[src/rtl/vga_scan_ctrl.sv]
// vga_scan_ctrl: pixel-rate prescaler, h/v scan counters and a once-per-frame update-window FSM.
// Latency: pix_tick is registered one clk after the prescaler wraps; the counters step on the clk pix_tick is high; upd_grant is registered.
// Backpressure: none on the scan path; en=0 freezes the scan, and game logic closes the window with upd_done or loses it at frame wrap.
//
// Ports:
//   clk, rst_n            system clock, async active-low reset
//   en                    run enable (0 freezes prescaler, counters and frame number)
//   h_count, v_count      scan position, 0..HT-1 / 0..VT-1
//   pix_tick              one-clk pulse per pixel step
//   frame_tick            one-clk pulse at (HD, VD-1), the end of the visible frame
//   frame_num             8-bit frame counter, steps on frame_tick
//   upd_req/upd_done      update window handshake from game logic
//   upd_grant             update window open
//   overrun               sticky: a window was forcibly closed at frame wrap
module vga_scan_ctrl #(
  parameter int CLK_DIV = 4,
  parameter int HD      = 640,
  parameter int HF      = 16,
  parameter int HR      = 96,
  parameter int HB      = 48,
  parameter int VD      = 480,
  parameter int VF      = 10,
  parameter int VR      = 2,
  parameter int VB      = 33
) (
  input  logic       clk,
  input  logic       rst_n,
  input  logic       en,
  output logic [9:0] h_count,
  output logic [9:0] v_count,
  output logic       pix_tick,
  output logic       frame_tick,
  output logic [7:0] frame_num,
  input  logic       upd_req,
  output logic       upd_grant,
  input  logic       upd_done,
  output logic       overrun
);

  localparam int HT = HD + HF + HR + HB;
  localparam int VT = VD + VF + VR + VB;
  localparam int DW = (CLK_DIV > 2) ? $clog2(CLK_DIV) : 1;

  localparam logic [DW-1:0] DIV_LAST = DW'(CLK_DIV - 1);
  localparam logic [9:0]    H_LAST   = 10'(HT - 1);
  localparam logic [9:0]    V_LAST   = 10'(VT - 1);
  localparam logic [9:0]    H_FRAME  = 10'(HD);
  localparam logic [9:0]    V_FRAME  = 10'(VD - 1);

  typedef enum logic {S_IDLE, S_GRANT} state_t;

  logic [DW-1:0] div_q, div_d;
  logic          pix_q, pix_d;
  logic [9:0]    h_q, h_d;
  logic [9:0]    v_q, v_d;
  logic [7:0]    fn_q, fn_d;
  logic          ovr_q, ovr_d;
  state_t        state_q, state_d;

  logic h_last, v_last, close_tick, ovr_set;

  // The pending tick is held while en=0 and only presented once scanning
  // resumes, so a freeze never drops or duplicates a pixel step.
  assign pix_tick   = pix_q & en;
  assign h_last     = (h_q == H_LAST);
  assign v_last     = (v_q == V_LAST);
  assign frame_tick = pix_tick & (h_q == H_FRAME) & (v_q == V_FRAME);
  // Pixel step that takes the counters back to (0,0): end of the window.
  assign close_tick = pix_tick & h_last & v_last;

  assign h_count   = h_q;
  assign v_count   = v_q;
  assign frame_num = fn_q;
  assign overrun   = ovr_q;

  // Prescaler and scan counters.
  always_comb begin
    div_d = div_q;
    pix_d = pix_q;
    h_d   = h_q;
    v_d   = v_q;
    fn_d  = fn_q;
    if (en) begin
      if (div_q == DIV_LAST) begin
        div_d = '0;
        pix_d = 1'b1;
      end else begin
        div_d = div_q + 1'b1;
        pix_d = 1'b0;
      end
      if (pix_q) begin
        if (h_last) begin
          h_d = '0;
          v_d = v_last ? 10'd0 : v_q + 10'd1;
        end else begin
          h_d = h_q + 10'd1;
        end
      end
    end
    if (frame_tick) fn_d = fn_q + 8'd1;
  end

  always_ff @(posedge clk or negedge rst_n) begin
    if (!rst_n) begin
      div_q <= '0;
      pix_q <= 1'b0;
      h_q   <= '0;
      v_q   <= '0;
      fn_q  <= '0;
    end else begin
      div_q <= div_d;
      pix_q <= pix_d;
      h_q   <= h_d;
      v_q   <= v_d;
      fn_q  <= fn_d;
    end
  end

  // Window FSM: state register.
  always_ff @(posedge clk or negedge rst_n) begin
    if (!rst_n) begin
      state_q <= S_IDLE;
      ovr_q   <= 1'b0;
    end else begin
      state_q <= state_d;
      ovr_q   <= ovr_d;
    end
  end

  // Window FSM: next state. upd_done takes priority over the close tick.
  always_comb begin
    state_d = state_q;
    case (state_q)
      S_IDLE:  if (frame_tick && upd_req) state_d = S_GRANT;
      S_GRANT: if (upd_done || close_tick) state_d = S_IDLE;
      default: state_d = S_IDLE;
    endcase
  end

  // Window FSM: outputs. upd_grant is a decode of the state flop only.
  always_comb begin
    upd_grant = (state_q == S_GRANT);
    ovr_set   = (state_q == S_GRANT) && !upd_done && close_tick;
    ovr_d     = ovr_q | ovr_set;
  end

endmodule

[config.mk]
export PLATFORM = sky130hd
export DESIGN_NAME = vga_scan_ctrl
export DESIGN_NICKNAME = d
export VERILOG_FILES = /design/src/rtl/vga_scan_ctrl.sv
export SDC_FILE = /design/constraint.sdc
export NUM_CORES = 1
export LEC_CHECK = 0
export CAP_MARGIN = 20
export CORE_ASPECT_RATIO = 1.4
export CORE_MARGIN = 2
export CORE_UTILIZATION = 54
export DETAILED_ROUTE_END_ITERATION = 7
export GPL_TIMING_DRIVEN = 1
export PLACE_DENSITY_LB_ADDON = 0.2
export SETUP_SLACK_MARGIN = 0.05
export SLEW_MARGIN = 20
export SYNTH_ARGS = -nofsm -noshare
export SYNTH_HDL_FRONTEND = slang
export SYNTH_SLANG_ARGS = --single-unit
[constraint.sdc]
create_clock -name clk -period 5.6 [get_ports clk]
set_input_delay 1.68 -clock clk [delete_from_list [all_inputs] [get_ports clk]]
set_output_delay 1.68 -clock clk [all_outputs]
set_load 0.02 [all_outputs]
Word-level counts from Yosys, hierarchy flattened

Cells that the tools add are included.

Add/subtract/negate cells: 4
Equality and inequality tests: 5
Mux-type cells: 7
Bitwise logic cells: 7
Reduce and logical (&&, ||, !) cells: 7

Operators by type and width:

| kind                    | number |
|---|---|
| $eq A10 B10 Y1 const B  | 3 |
| $add A10 B1 Y10 const B | 2 |
| $mux W10                | 2 |
| $eq A10 B9 Y1 const B   | 1 |
| $add A8 B1 Y8 const B   | 1 |
| $and A1 B1 Y1           | 5 |
| $logic_and A1 B1 Y1     | 3 |
| $mux W1                 | 3 |
| $reduce_and A3 Y1       | 1 |
| $add A2 B1 Y2 const B   | 1 |
| $eq A2 B2 Y1 const B    | 1 |
| $mux W2                 | 1 |
| $pmux W1 S2             | 1 |
| $reduce_and A2 Y1       | 1 |
| $logic_not A1 Y1        | 1 |
| $logic_or A1 B1 Y1      | 1 |
| $not A1 Y1              | 1 |
| $or A1 B1 Y1            | 1 |

Register bits after elaboration: 33
Input port bits: 5
Output and inout bits: 32

Longest topological paths before layout

Word-level depth: 6
Depth in mapped cells: 7
Depth with buffers taken out: 6

Least setup slack after synthesis

OpenSTA, ideal clock, no wires.

Path type: input to output
Start: in en
End: out frame_tick
Data arrival time: 3.008 ns
Slack: 0.912 ns
Cell stages on the path: 3
Buffers on the path: 0
Path through: nand4b_1 -> or4b_2 -> nor4_1

Longest elaborated chain between the ends: 3

Ends and longest elaborated chain:

| item                        | line | RTL |
|---|---|---|
| start, declared             | 28   | `input logic en,` |
| $and A1 B1 Y1               | 64   | `assign pix_tick = pix_q & en;` |
| $and A1 B1 Y1 (2 in series) | 67   | `assign frame_tick = pix_tick & (h_q == H_FRAME) & (v_q == V_FRAME);` |
| end, declared               | 32   | `output logic frame_tick,` |

Every way passes these cells.

Worst setup path in the final report

Same ends and word-level chain as after synthesis.

==> flow_summary.ini <==
[setup_path]
cp.arrival_ns = 3.42
ff2ff_path_depth = 5
endpoint_kind = output port
crit_chain = clkdlybuf4s50_1, nand4b_1, or4b_2, nor4_1, dlymetal6s2s_1
setup.worst_path.start_class = input port
cp_slowest_cell = or4b_2
crit_start = en
cp_num_buf_inv = 2
r2r_start = h_count[6]$_DFFE_PN0N_
crit_family = simple AND/OR/NAND/NOR gates
required_ns = 3.92
rrSetupSlack_ns = 3.46
cp_max_fo = 2
crit_type = input port to output port
reg2reg_to = v_count[5]$_DFFE_PN0N_
slowest_delay_ns = 0.62

[clock_tree]
tritoncts = done
cts_resized = 0
cts_sinks = 33
clkTransAtPathRegs_ns = 0.06
cts.htree.levels = 2
postCtsSetupRepairBufs = 0
cts_buffers = 5
holdBufCountCts = 0
max-clock-path-buffers = 2
clkLatencyLatePin_ns = 0.29
root_buffer = clkbuf_8

[routing]
ant_nets = 0
vias = 1501
dr.pass1.iters = 4
drc = 0
routed_via_density = 5.96
wl_per_cell_um = 15.5
drtIter0Drc = 41
drt-total-wl_mm = 3.91

[synth]
synth_ff_type = dfrtp_1
synth_edf_count = 0
yosysSeqAreaShare = 0.468
yosys_register_bits = 33
syn_inst = 170
ys_types = 44
yosysTopAreaCellShare = 0.468
ys_warn_count = 0
synth_nets = 181
yosysTopAreaCell = dfrtp_1
synth_common_cells = dfrtp_1 (33), nand3_1 (14), xor2_1 (12)
synth_area_sq_um = 1770
synth.area.top_cells = dfrtp_1 (47%), xor2_1 (6.0%), ha_1 (4.3%)
yosysMostFrequentCell = dfrtp_1
async_flop_share = 1.00
avgSynthCellArea_sq_um = 10.4

[job]
drv_cap = 0

[sta]
setup_viol = 0
hold_violations = 0
drv_slew = 0
period_minus_slack_ns = 5.10
skew_ns = 0.00504
fmax_ghz = 0.196
setup_tns_ns = 0
fin_crit_sh = 0.911
slew_headroom = 0.670
worst_pin_slew_ns = 0.488
rsz0062_at_grt = no

[finish]
final_util = 0.722
final_area_sq_um = 2250
final_nets = 223
diodes = 0
layout-drive-gt1-share = 0.103
syn_to_final_growth_pct = 27.7

[global_routing]
grt_pass1_vias = 1523
grtUsageTotal = 0.242
antenna_found_initial = 0
grt_max_degree = 34
globalRouteOverflowTotal = 0
grt_pass1_wl_mm = 6.77

[place]
port-buffer-count = 36
place.gp.congestion = 0.870
hpwl_mm = 2.85
place_area_sq_um = 2170

[die]
die_area_sq_um = 3750
die_w_um = 52.3
rows = 24
pin_count = 37
die_height_um = 71.7
start_util = 0.565
coreArea_sq_um = 3120

[pwr]
ir_drop_mv = 0.255
pwr_density_cell_nw_per_um2 = 266
p_leak_uw = 0.00105

[hold_path]
holdPathEnd = overrun$_DFF_PN0_
min_from = overrun$_DFF_PN0_
hold_depth = 2
min_path_type = flip-flop to flip-flop

[run_status]
status = complete, no violations
-- per-layer routing --
| layer | part of all wire | track usage | wire, um | vias to the layer above |
|---|---|---|---|---|
| met5 | 0 | 0 | 0 | - |
| met1 | 0.41 | 0.277 | 1600 | 726 |
| met3 | 0.057 | 0.0708 | 223 | 13 |
| met2 | 0.51 | 0.403 | 2000 | 60 |
| met4 | 0.024 | 0.120 | 95 | 0 |
| li1 | - | - | - | 702 |
-- cells by family (layout without fill, tap and decap cells) --
logic type                 after synthesis  after routing  synth area share
AOI/OAI and AO/OA                       18             18            0.0709
xor gates and xnor gates                16             16            0.0794
adders and majority gates                6              6            0.0425
buffers and inverters                   15             58            0.0376
DFF                                     33             33             0.468
muxes                                    7              7            0.0439
and+or+nand+nor                         75             75             0.258
-- worst reg2reg max path, delay by kind of cell (launching register included) --
| kind | cells | cell delay, ns |
|---|---|---|
| buffers and inverters | 1 | 0.26 |
| DFF | 1 | 0.45 |
| muxes | 1 | 0.29 |
| and+or+nand+nor | 3 | 1.02 |
-- worst max-delay path by stage --
stage          slack, ns  cells past startpoint          to
3_5_place_dp         0.1                      5  frame_tick
2_1_floorplan       0.91                      3  frame_tick
5_1_grt             0.40                      5  frame_tick
4_1_cts             0.09                      5  frame_tick
6_report            0.50                      5  frame_tick
3_3_place_gp        0.13                      5  frame_tick
-- power by group --
group | switching [uW] | internal, uW
clock network | 82.3 | 88.2
registers | 30.8 | 265
logic | 67.4 | 65.3
-- cell type report --
type                            instances  area (sq um)
Multi-Input combinational cell        122           873
Fill cell                             235           868
Sequential cell                        33           826
Timing Repair Buffer                   39           385
Clock buffer                            8          80.1
Tap cell                               39          48.8
Inverter                               11          41.3
-- per-stage QoR --
stage	hold slack (ns)	setup WS, ns	cells	total power, uW
after floorplan	0.485	0.912	170	371
after global placement	0.450	0.127	244	425
after detailed placement	0.451	0.0986	244	432
after CTS	0.466	0.0918	252	603
after global routing	0.493	0.403	252	635
final	0.461	0.496	252	599
-- registers in the layout, indices dropped and copies added, names as in the netlist --
signal,flops
v_count,10
frame_num,8
overrun,1
h_count,10
upd_grant,1
pix_q,1
div_q,2
-- placed cells by master (no fill, tap or decap), types with 6 or more instances in the layout --
cell type / n
nand2_1: 8
o21ai_0: 7
xor2_1: 12
ha_1: 6
inv_1: 11
dfrtp_1: 33
clkdlybuf4s50_1: 35
nand4_1: 9
nor2_1: 10
mux2_2: 6
nand3_1: 14
(Power assumes the default switching activity.)
